<file path="src/rtl/ex_operand_if.sv">
// ---------------------------------------------------------------------------
// ex_operand_if
// Bundle of everything that crosses the ID/EX boundary around the EX-stage
// operand register, apart from clock and reset.
//
// The pipeline control, decoded ID fields and forwarding sources flow into
// the stage. The ALU operands and EX-slot bookkeeping flow out of it.
//
// Modports:
//   master : the ID stage / hazard unit side. Drives stall, flush, id_*,
//            mem_* and wb_*, and observes alu_* and ex_*.
//   slave  : the operand stage itself (ex_operand_stage).
//
// Signals:
//   stall, flush           pipeline control
//   id_valid .. id_reg_write decoded instruction fields from ID
//   mem_reg_write/rd/res   EX/MEM forwarding source
//   wb_reg_write/rd/data   MEM/WB forwarding source
//   alu_a, alu_b, alu_op   ALU operands and 4-bit operation {fun7[5],fun3}
//   ex_rs2_val             forwarded rs2, used as store data
//   ex_pc, ex_rd           registered PC and destination register
//   ex_valid               EX slot holds a real instruction
//   ex_reg_write           registered reg_write qualified by ex_valid
// ---------------------------------------------------------------------------
interface ex_operand_if #(
  parameter int XLEN = 32,
  parameter int RW   = 5
);
  // Pipeline control
  logic            stall;
  logic            flush;

  // Decoded ID-stage instruction
  logic            id_valid;
  logic [XLEN-1:0] id_pc;
  logic [XLEN-1:0] id_rs1_data;
  logic [XLEN-1:0] id_rs2_data;
  logic [XLEN-1:0] id_imm;
  logic [RW-1:0]   id_rs1;
  logic [RW-1:0]   id_rs2;
  logic [RW-1:0]   id_rd;
  logic [2:0]      id_fun3;
  logic            id_fun7b5;
  logic            id_use_imm;
  logic            id_reg_write;

  // Forwarding sources
  logic            mem_reg_write;
  logic [RW-1:0]   mem_rd;
  logic [XLEN-1:0] mem_res;
  logic            wb_reg_write;
  logic [RW-1:0]   wb_rd;
  logic [XLEN-1:0] wb_data;

  // EX-stage outputs
  logic [XLEN-1:0] alu_a;
  logic [XLEN-1:0] alu_b;
  logic [3:0]      alu_op;
  logic [XLEN-1:0] ex_rs2_val;
  logic [XLEN-1:0] ex_pc;
  logic [RW-1:0]   ex_rd;
  logic            ex_valid;
  logic            ex_reg_write;

  modport master (
    output stall, flush,
    output id_valid, id_pc, id_rs1_data, id_rs2_data, id_imm,
    output id_rs1, id_rs2, id_rd, id_fun3, id_fun7b5, id_use_imm, id_reg_write,
    output mem_reg_write, mem_rd, mem_res,
    output wb_reg_write, wb_rd, wb_data,
    input  alu_a, alu_b, alu_op, ex_rs2_val, ex_pc, ex_rd, ex_valid, ex_reg_write
  );

  modport slave (
    input  stall, flush,
    input  id_valid, id_pc, id_rs1_data, id_rs2_data, id_imm,
    input  id_rs1, id_rs2, id_rd, id_fun3, id_fun7b5, id_use_imm, id_reg_write,
    input  mem_reg_write, mem_rd, mem_res,
    input  wb_reg_write, wb_rd, wb_data,
    output alu_a, alu_b, alu_op, ex_rs2_val, ex_pc, ex_rd, ex_valid, ex_reg_write
  );
endinterface

</file>
<file path="src/rtl/ex_operand_stage.sv">
// ---------------------------------------------------------------------------
// ex_operand_stage
// ID/EX pipeline register with operand forwarding, sitting directly in front
// of the EX-stage ALU.
//
// Each cycle the decoded ID fields are latched. The stage then forms the
// ALU operands A and B, and the 4-bit ALU operation {fun7[5], fun3}. RAW
// hazards against the EX/MEM and MEM/WB stages are resolved by forwarding.
// A stall holds the slot, and a flush loads a bubble.
//
// Update priority on each rising edge is rst > flush > stall > load.
// Reset and flush both leave an all-zero bubble, so ex_valid=0, alu_op=0000
// and alu_a=alu_b=0.
//
// Configuration macro:
//   EXSTAGE_FWD_EN  When defined, builds the forwarding muxes and refreshes
//                   the held operands during a stall. When undefined, the
//                   operands come straight from the registered regfile data
//                   and the mem_*/wb_* inputs are ignored, so the hazard unit
//                   has to stall until the producer has written back.
//
// Ports:
//   clk   rising-edge clock
//   rst   synchronous active-high reset
//   bus   ex_operand_if.slave carrying stall/flush, the id_* fields, the
//         mem_*/wb_* forwarding sources and the alu_*/ex_* outputs
// ---------------------------------------------------------------------------
module ex_operand_stage #(
  parameter int XLEN = 32,
  parameter int RW   = 5
) (
  input logic         clk,
  input logic         rst,
  ex_operand_if.slave bus
);

  // Registered ID/EX slot
  logic            valid_q;
  logic [XLEN-1:0] pc_q;
  logic [XLEN-1:0] rs1_data_q;
  logic [XLEN-1:0] rs2_data_q;
  logic [XLEN-1:0] imm_q;
  logic [RW-1:0]   rs1_q;
  logic [RW-1:0]   rs2_q;
  logic [RW-1:0]   rd_q;
  logic [3:0]      alu_op_q;
  logic            use_imm_q;
  logic            reg_write_q;

  // Operands after forwarding
  logic [XLEN-1:0] fwd_rs1;
  logic [XLEN-1:0] fwd_rs2;

  // ALU operation decoded from the ID fields
  logic [3:0]      id_alu_op;

  // For I-type instructions, bit 30 is part of the immediate. It only means
  // "arithmetic" for the shift-right group (fun3=101). Masking it elsewhere
  // keeps addi with a negative immediate from being decoded as sub, and keeps
  // slli from becoming op 1001.
  always_comb begin
    id_alu_op = {bus.id_fun7b5 & (~bus.id_use_imm | (bus.id_fun3 == 3'b101)),
                 bus.id_fun3};
  end

`ifdef EXSTAGE_FWD_EN
  // EX/MEM is younger than MEM/WB, so it wins when both target the same
  // register. x0 is never forwarded, because writes to it are discarded.
  always_comb begin
    fwd_rs1 = rs1_data_q;
    if (rs1_q != '0 && bus.mem_reg_write && bus.mem_rd == rs1_q) begin
      fwd_rs1 = bus.mem_res;
    end else if (rs1_q != '0 && bus.wb_reg_write && bus.wb_rd == rs1_q) begin
      fwd_rs1 = bus.wb_data;
    end
  end

  always_comb begin
    fwd_rs2 = rs2_data_q;
    if (rs2_q != '0 && bus.mem_reg_write && bus.mem_rd == rs2_q) begin
      fwd_rs2 = bus.mem_res;
    end else if (rs2_q != '0 && bus.wb_reg_write && bus.wb_rd == rs2_q) begin
      fwd_rs2 = bus.wb_data;
    end
  end
`else
  // Without forwarding the operands come straight from the slot. The source
  // indices and the forwarding inputs are then deliberately left unused.
  assign fwd_rs1 = rs1_data_q;
  assign fwd_rs2 = rs2_data_q;

  logic unused_fwd;
  assign unused_fwd = ^{rs1_q, rs2_q,
                        bus.mem_reg_write, bus.mem_rd, bus.mem_res,
                        bus.wb_reg_write, bus.wb_rd, bus.wb_data};
`endif

  // Slot update. During a stall, the operand data is rewritten with its
  // forwarded value. A producer that retires from MEM/WB while we are held
  // would otherwise vanish before the stall releases. Without forwarding,
  // fwd_rsN equals the register, so this write is a plain hold.
  always_ff @(posedge clk) begin
    if (rst || bus.flush) begin
      valid_q     <= 1'b0;
      pc_q        <= '0;
      rs1_data_q  <= '0;
      rs2_data_q  <= '0;
      imm_q       <= '0;
      rs1_q       <= '0;
      rs2_q       <= '0;
      rd_q        <= '0;
      alu_op_q    <= 4'b0000;
      use_imm_q   <= 1'b0;
      reg_write_q <= 1'b0;
    end else if (bus.stall) begin
      rs1_data_q  <= fwd_rs1;
      rs2_data_q  <= fwd_rs2;
    end else begin
      valid_q     <= bus.id_valid;
      pc_q        <= bus.id_pc;
      rs1_data_q  <= bus.id_rs1_data;
      rs2_data_q  <= bus.id_rs2_data;
      imm_q       <= bus.id_imm;
      rs1_q       <= bus.id_rs1;
      rs2_q       <= bus.id_rs2;
      rd_q        <= bus.id_rd;
      alu_op_q    <= id_alu_op;
      use_imm_q   <= bus.id_use_imm;
      reg_write_q <= bus.id_reg_write;
    end
  end

  // Outputs
  assign bus.alu_a        = fwd_rs1;
  assign bus.alu_b        = use_imm_q ? imm_q : fwd_rs2;
  assign bus.alu_op       = alu_op_q;
  assign bus.ex_rs2_val   = fwd_rs2;
  assign bus.ex_pc        = pc_q;
  assign bus.ex_rd        = rd_q;
  assign bus.ex_valid     = valid_q;
  assign bus.ex_reg_write = reg_write_q & valid_q;

endmodule
</file>
<file path="src/flat_wrapper.sv">
// flat-port wrapper written by rule: the top's interface ports become plain ports
module ex_operand_stage_flat 
#(
  parameter int XLEN = 32,
  parameter int RW   = 5
)
  (clk, rst, bus_stall, bus_flush, bus_id_valid, bus_id_pc, bus_id_rs1_data, bus_id_rs2_data, bus_id_imm, bus_id_rs1, bus_id_rs2, bus_id_rd, bus_id_fun3, bus_id_fun7b5, bus_id_use_imm, bus_id_reg_write, bus_mem_reg_write, bus_mem_rd, bus_mem_res, bus_wb_reg_write, bus_wb_rd, bus_wb_data, bus_alu_a, bus_alu_b, bus_alu_op, bus_ex_rs2_val, bus_ex_pc, bus_ex_rd, bus_ex_valid, bus_ex_reg_write);
  ex_operand_if #(.XLEN(XLEN), .RW(RW)) bus_i ();
  input logic clk;
  input logic rst;
  input wire logic [$bits(bus_i.stall)-1:0] bus_stall;
  input wire logic [$bits(bus_i.flush)-1:0] bus_flush;
  input wire logic [$bits(bus_i.id_valid)-1:0] bus_id_valid;
  input wire logic [$bits(bus_i.id_pc)-1:0] bus_id_pc;
  input wire logic [$bits(bus_i.id_rs1_data)-1:0] bus_id_rs1_data;
  input wire logic [$bits(bus_i.id_rs2_data)-1:0] bus_id_rs2_data;
  input wire logic [$bits(bus_i.id_imm)-1:0] bus_id_imm;
  input wire logic [$bits(bus_i.id_rs1)-1:0] bus_id_rs1;
  input wire logic [$bits(bus_i.id_rs2)-1:0] bus_id_rs2;
  input wire logic [$bits(bus_i.id_rd)-1:0] bus_id_rd;
  input wire logic [$bits(bus_i.id_fun3)-1:0] bus_id_fun3;
  input wire logic [$bits(bus_i.id_fun7b5)-1:0] bus_id_fun7b5;
  input wire logic [$bits(bus_i.id_use_imm)-1:0] bus_id_use_imm;
  input wire logic [$bits(bus_i.id_reg_write)-1:0] bus_id_reg_write;
  input wire logic [$bits(bus_i.mem_reg_write)-1:0] bus_mem_reg_write;
  input wire logic [$bits(bus_i.mem_rd)-1:0] bus_mem_rd;
  input wire logic [$bits(bus_i.mem_res)-1:0] bus_mem_res;
  input wire logic [$bits(bus_i.wb_reg_write)-1:0] bus_wb_reg_write;
  input wire logic [$bits(bus_i.wb_rd)-1:0] bus_wb_rd;
  input wire logic [$bits(bus_i.wb_data)-1:0] bus_wb_data;
  output wire logic [$bits(bus_i.alu_a)-1:0] bus_alu_a;
  output wire logic [$bits(bus_i.alu_b)-1:0] bus_alu_b;
  output wire logic [$bits(bus_i.alu_op)-1:0] bus_alu_op;
  output wire logic [$bits(bus_i.ex_rs2_val)-1:0] bus_ex_rs2_val;
  output wire logic [$bits(bus_i.ex_pc)-1:0] bus_ex_pc;
  output wire logic [$bits(bus_i.ex_rd)-1:0] bus_ex_rd;
  output wire logic [$bits(bus_i.ex_valid)-1:0] bus_ex_valid;
  output wire logic [$bits(bus_i.ex_reg_write)-1:0] bus_ex_reg_write;
  assign bus_i.stall = bus_stall;
  assign bus_i.flush = bus_flush;
  assign bus_i.id_valid = bus_id_valid;
  assign bus_i.id_pc = bus_id_pc;
  assign bus_i.id_rs1_data = bus_id_rs1_data;
  assign bus_i.id_rs2_data = bus_id_rs2_data;
  assign bus_i.id_imm = bus_id_imm;
  assign bus_i.id_rs1 = bus_id_rs1;
  assign bus_i.id_rs2 = bus_id_rs2;
  assign bus_i.id_rd = bus_id_rd;
  assign bus_i.id_fun3 = bus_id_fun3;
  assign bus_i.id_fun7b5 = bus_id_fun7b5;
  assign bus_i.id_use_imm = bus_id_use_imm;
  assign bus_i.id_reg_write = bus_id_reg_write;
  assign bus_i.mem_reg_write = bus_mem_reg_write;
  assign bus_i.mem_rd = bus_mem_rd;
  assign bus_i.mem_res = bus_mem_res;
  assign bus_i.wb_reg_write = bus_wb_reg_write;
  assign bus_i.wb_rd = bus_wb_rd;
  assign bus_i.wb_data = bus_wb_data;
  assign bus_alu_a = bus_i.alu_a;
  assign bus_alu_b = bus_i.alu_b;
  assign bus_alu_op = bus_i.alu_op;
  assign bus_ex_rs2_val = bus_i.ex_rs2_val;
  assign bus_ex_pc = bus_i.ex_pc;
  assign bus_ex_rd = bus_i.ex_rd;
  assign bus_ex_valid = bus_i.ex_valid;
  assign bus_ex_reg_write = bus_i.ex_reg_write;
  ex_operand_stage #(.XLEN(XLEN), .RW(RW)) u_core (.clk(clk), .rst(rst), .bus(bus_i));
endmodule
</file>
<file path="config.mk">
export PLATFORM = sky130hd
export DESIGN_NAME = ex_operand_stage_flat
export DESIGN_NICKNAME = d
export VERILOG_FILES = /design/src/rtl/ex_operand_if.sv /design/src/rtl/ex_operand_stage.sv /design/src/flat_wrapper.sv
export SDC_FILE = /design/constraint.sdc
export NUM_CORES = 1
export LEC_CHECK = 0
export CAP_MARGIN = 20
export CELL_PAD_IN_SITES_DETAIL_PLACEMENT = 0
export CELL_PAD_IN_SITES_GLOBAL_PLACEMENT = 1
export CORE_ASPECT_RATIO = 2
export CORE_UTILIZATION = 25
export DETAILED_ROUTE_END_ITERATION = 12
export PLACE_DENSITY_LB_ADDON = 0.1
export SLEW_MARGIN = 40
export SYNTH_ARGS = -nofsm -noshare
export SYNTH_HDL_FRONTEND = slang
export SYNTH_SLANG_ARGS = --single-unit
</file>
<file path="constraint.sdc">
create_clock -name clk -period 1.8 [get_ports clk]
set_input_delay 0.45 -clock clk [delete_from_list [all_inputs] [get_ports clk]]
set_output_delay 0.45 -clock clk [all_outputs]
set_load 0.01 [all_outputs]
</file>
Word-level counts from Yosys, hierarchy flattened

Cells that the tools add are included.

Add/subtract/negate cells: 0
$mul: 0
Divide/modulo/power cells: 0
Order comparisons: 0
Eq/ne operators: 1
Shift-type cells: 0
Mux-type cells: 1
Bitwise gates (word level): 4
Reductions and logical operators: 1

Operators by type and width:

| kind                                       | number |
|---|---|
| 32-bit 2-to-1 mux                          | 1 |
| 3-bit equality test, second input constant | 1 |
| 1-bit bitwise AND                          | 2 |
| 1-bit logical OR                           | 1 |
| 1-bit inverter                             | 1 |
| 1-bit bitwise OR                           | 1 |

Bits in registers: 140
Latch bits: 0
Bits in writable memories: 0
ROM bits: 0
Input bits: 230
Word-level logic and storage cells: 16
Memories kept: 0

Longest topological paths before layout

Word-level depth: 3
Mapped depth: 5
Depth with buffers taken out: 3

Worst setup path before layout

OpenSTA, ideal clock, no wires.

Kind: register to output
Start point: register u_core.use_imm_q
End point: output port bus_alu_b[0]
Arrival: 1,002 ps
Setup slack: 348 ps
Stages on the path, launching flop included: 4
Buffers on the path: 2
Path through: dfxtp_1 -> buf_2 -> buf_2 -> mux2_2

Longest elaborated chain between the ends: 1

RTL lines:

| element                  | line                    | RTL |
|---|---|---|
| start: declaration       | ex_operand_stage.sv:47  | `logic use_imm_q;` |
| start signal: assignment | ex_operand_stage.sv:128 | `use_imm_q <= bus.id_use_imm;` |
| 32-bit 2-to-1 mux        | ex_operand_stage.sv:135 | `assign bus.alu_b = use_imm_q ? imm_q : fwd_rs2;` |
| end: declaration         | flat_wrapper.sv:32      | `output wire logic [$bits(bus_i.alu_b)-1:0] bus_alu_b;` |

No other way between the ends.

Worst setup path after layout

Start point: register u_core.use_imm_q
End point: output port bus_alu_b[26]

Same word-level chain as after synthesis.

==> flow_metrics.env <==
export IMPL_powerDensity_nw_per_um2=799
export IMPL_synthDistinctLibCells=16
export IMPL_dpl_instance_area_um2=8490
export IMPL_power_leakage_nw=4.76
export IMPL_grt_ovfl_total=0
export IMPL_hold_viol=0
export IMPL_avgSynthCellArea_um2=11.0
export IMPL_reg2reg_from="u_core.use_imm_q$_SDFFE_PP0N_"
export IMPL_skew_ns=0
export IMPL_ys_top_cells_by_area="dfxtp_1 52%, mux2i_1 26%, nor2_1 8.8%, mux2_2 6.6%, buf_6 2.7%"
export IMPL_die_w_um=106
export IMPL_grt_first_pass_wirelength_mm=26.5
export IMPL_holdWs_ns=0.390
export IMPL_syn_nets=723
export IMPL_row_count=76
export IMPL_worst_path_max_fanout=8
export IMPL_status="finished, violations left"
export IMPL_cts_max_path_buffers=2
export IMPL_antenna_found_initial=4
export IMPL_ys_warn_count=0
export IMPL_whs_endpoint="u_core.bus.alu_op[3]$_SDFFE_PP0N_"
export IMPL_hold_buffers=0
export IMPL_fin_ws_ns=-0.221
export IMPL_timing_final_crit_share_pct=112
export IMPL_slew_violations=0
export IMPL_htreeDepth=4
export IMPL_worst_ep_arrival_time_ns=1.57
export IMPL_drtIter0Drc=88
export IMPL_io_pins=369
export IMPL_synth_top_area_share_pct=51.6
export IMPL_clock_power_share_pct=42.5
export IMPL_root_buffer="clkbuf_16"
export IMPL_synthCells=493
export IMPL_internal_power_mw=5.80
export IMPL_ir_worst_vdd_mv=0.495
export IMPL_start_kind="flip-flop"
export IMPL_vias=4555
export IMPL_nNetsFinal=1012
export IMPL_drcViolationCount=0
export IMPL_finalCriticalPeriod_ns=2.02
export IMPL_r2r_slack_ns=0.97
export IMPL_routed_via_density=4.26
export IMPL_synth_top_area_cell="dfxtp_1"
export IMPL_netSwitchingPower_mw=1.71
export IMPL_hold_path_depth=3
export IMPL_dr_pass1_iters=6
export IMPL_worstSetupEndpointType="primary output"
export IMPL_area_growth_synth_to_final_pct=72.9
export IMPL_cts_tree="yes"
export IMPL_grt_usage_pct=15.9
export IMPL_power_frac_seq_pct=43.5
export IMPL_dieArea_um2=22400
export IMPL_start_util_pct=25.4
export IMPL_place_hpwl_mm=12.8
export IMPL_ys_ff_latch=140
export IMPL_switching_share_pct=22.7
export IMPL_hp_start="bus_stall"
export IMPL_pre_cts_slack_ns=-0.0698
export IMPL_slew_headroom_pct=77.0
export IMPL_gp_congestion=0.715
export IMPL_cts_reportedPaths_clkPinSlew_ns=0.05
export IMPL_ys_seq_area_share_pct=51.6
export IMPL_finalSetupViolCount=32
export IMPL_numCtsBuffers=17
export IMPL_rsz0062_at_grt="true"
export IMPL_fin_area_um2=9390
export IMPL_die_height_um=210
export IMPL_worst_pin_slew_ns=0.345
export IMPL_ant_nets=0
export IMPL_failed_checks="setup timing"
export IMPL_coreArea_um2=21400
export IMPL_grt_max_degree=52
export IMPL_criticalPathCategory="reg2out"
export IMPL_num_fill_cells=2085
export IMPL_routedWlPerCell_um=16.3
export IMPL_drive_gt1_share_pct=15.8
export IMPL_synth_area_um2=5430
export IMPL_insertion_delay_ns=0.42
export IMPL_grt_pass1_vias=4793
export IMPL_totalWireLength_mm=17.4
export IMPL_port_buffers=282
export IMPL_ff2ff_path_depth=3
export IMPL_cp_required_ns=1.35
export IMPL_clock_sinks=140
export IMPL_hold_class="in2reg"
export IMPL_comb_power_share_pct=14.1
export IMPL_r2r_end="u_core.use_imm_q$_SDFFE_PP0N_"
export IMPL_cap_violations=0
export IMPL_power_total_mw=7.51
export IMPL_max_freq_mhz=495
-- registers in the layout, summed over array words and instances (netlist names) --
name                   count
u_core.bus.alu_a          32
u_core.bus.ex_pc          32
u_core.bus.ex_rs2_val     32
u_core.imm_q              32
u_core.bus.ex_rd           5
u_core.bus.alu_op          4
u_core.bus.ex_valid        1
u_core.reg_write_q         1
u_core.use_imm_q           1
-- area by class of cell --
type / instances / area (µm²) / area share (%)
Sequential cell: 140 / 2810 / 29.9
Tap cell: 273 / 342 / 3.64
Inverter: 1 / 3.75 / 0.0400
Multi-Input combinational cell: 316 / 2470 / 26.3
Antenna cell: 4 / 10.0 / 0.107
Timing Repair Buffer: 306 / 3250 / 34.6
Clock inverter: 3 / 40.0 / 0.426
Clock buffer: 25 / 475 / 5.06
-- critical path, cell delays in order (launching register included) --
cell and delay, ns:
dfxtp_4 0.42, buf_12 0.15, buf_12 0.14, mux2_4 0.31
buf_6 0.13
-- worst max path at each step --
stage,from,to
CTS,u_core.use_imm_q$_SDFFE_PP0N_,bus_alu_b[29]
floorplan,u_core.use_imm_q$_SDFFE_PP0N_,bus_alu_b[0]
global placement,u_core.use_imm_q$_SDFFE_PP0N_,bus_alu_b[29]
detailed placement,u_core.use_imm_q$_SDFFE_PP0N_,bus_alu_b[16]
finish,u_core.use_imm_q$_SDFFE_PP0N_,bus_alu_b[26]
global route,u_core.use_imm_q$_SDFFE_PP0N_,bus_alu_b[26]
-- per-stage QoR --
stage	std cells	util [%]	setup TNS [ns]
2_1_floorplan	493	-	0
3_3_place_gp	1022	39.7	-0.841
3_5_place_dp	1022	39.7	-0.807
4_1_cts	1061	43.2	-5.71
5_1_grt	1068	43.9	-6.46
6_report	1068	43.9	-4.53
-- cells in the mapped netlist --
library cell  number
nand3b_1           1
nor2_1           128
o21bai_1           1
buf_4              9
nand2_1            1
clkbuf_1           4
mux2_2            32
buf_2             10
and2_1             1
inv_1              1
nor2_2            11
or2_1              1
buf_6             13
mux2i_1          139
a2111oi_2          1
dfxtp_1          140
-- layer usage --
layer | vias to the layer above | track usage, % | wire, µm
li1 | 2223 | - | -
met1 | 2133 | 14.6 | 6060
met2 | 178 | 30.4 | 9850
met3 | 21 | 5.26 | 1100
met4 | 0 | 7.81 | 428
met5 | - | 0 | 0
-- power by group through the flow --
stage / clock, mW / sequential, mW / combinational, mW
floorplan: 0 / 3.35 / 0.420
global placement: 0 / 3.32 / 1.03
detailed placement: 0 / 3.33 / 1.04
CTS: 3.33 / 3.26 / 1.07
global route: 3.44 / 3.27 / 1.13
finish: 3.19 / 3.26 / 1.06
-- cell usage in the layout (no fill, tap or decap), drive strengths merged, types with 2 or more instances in the layout --
cell type,n
clkinv,2
clkdlybuf4s50,173
buf,57
mux2i,139
dfxtp,140
clkbuf,25
mux2,32
diode,4
dlygate4sd2,37
nor2,139
dlymetal6s2s,39
-- repair_timing --
action / 4_1_cts / 5_1_grt
endpoints found under the setup margin: 68 / 71
setup buffers: 10 / 3
gates resized for setup: 239 / 47
gates cloned: 1 / 0
-- cell families after synthesis --
kind of cell           after synthesis  share of synthesized area [%]
buffers and inverters               37                           5.20
DFF                                140                           51.6
AOI/OAI and AO/OA                    2                          0.415
muxes                              171                           32.2
and+or+nand+nor                    143                           10.5
(Power assumes the default switching activity.)
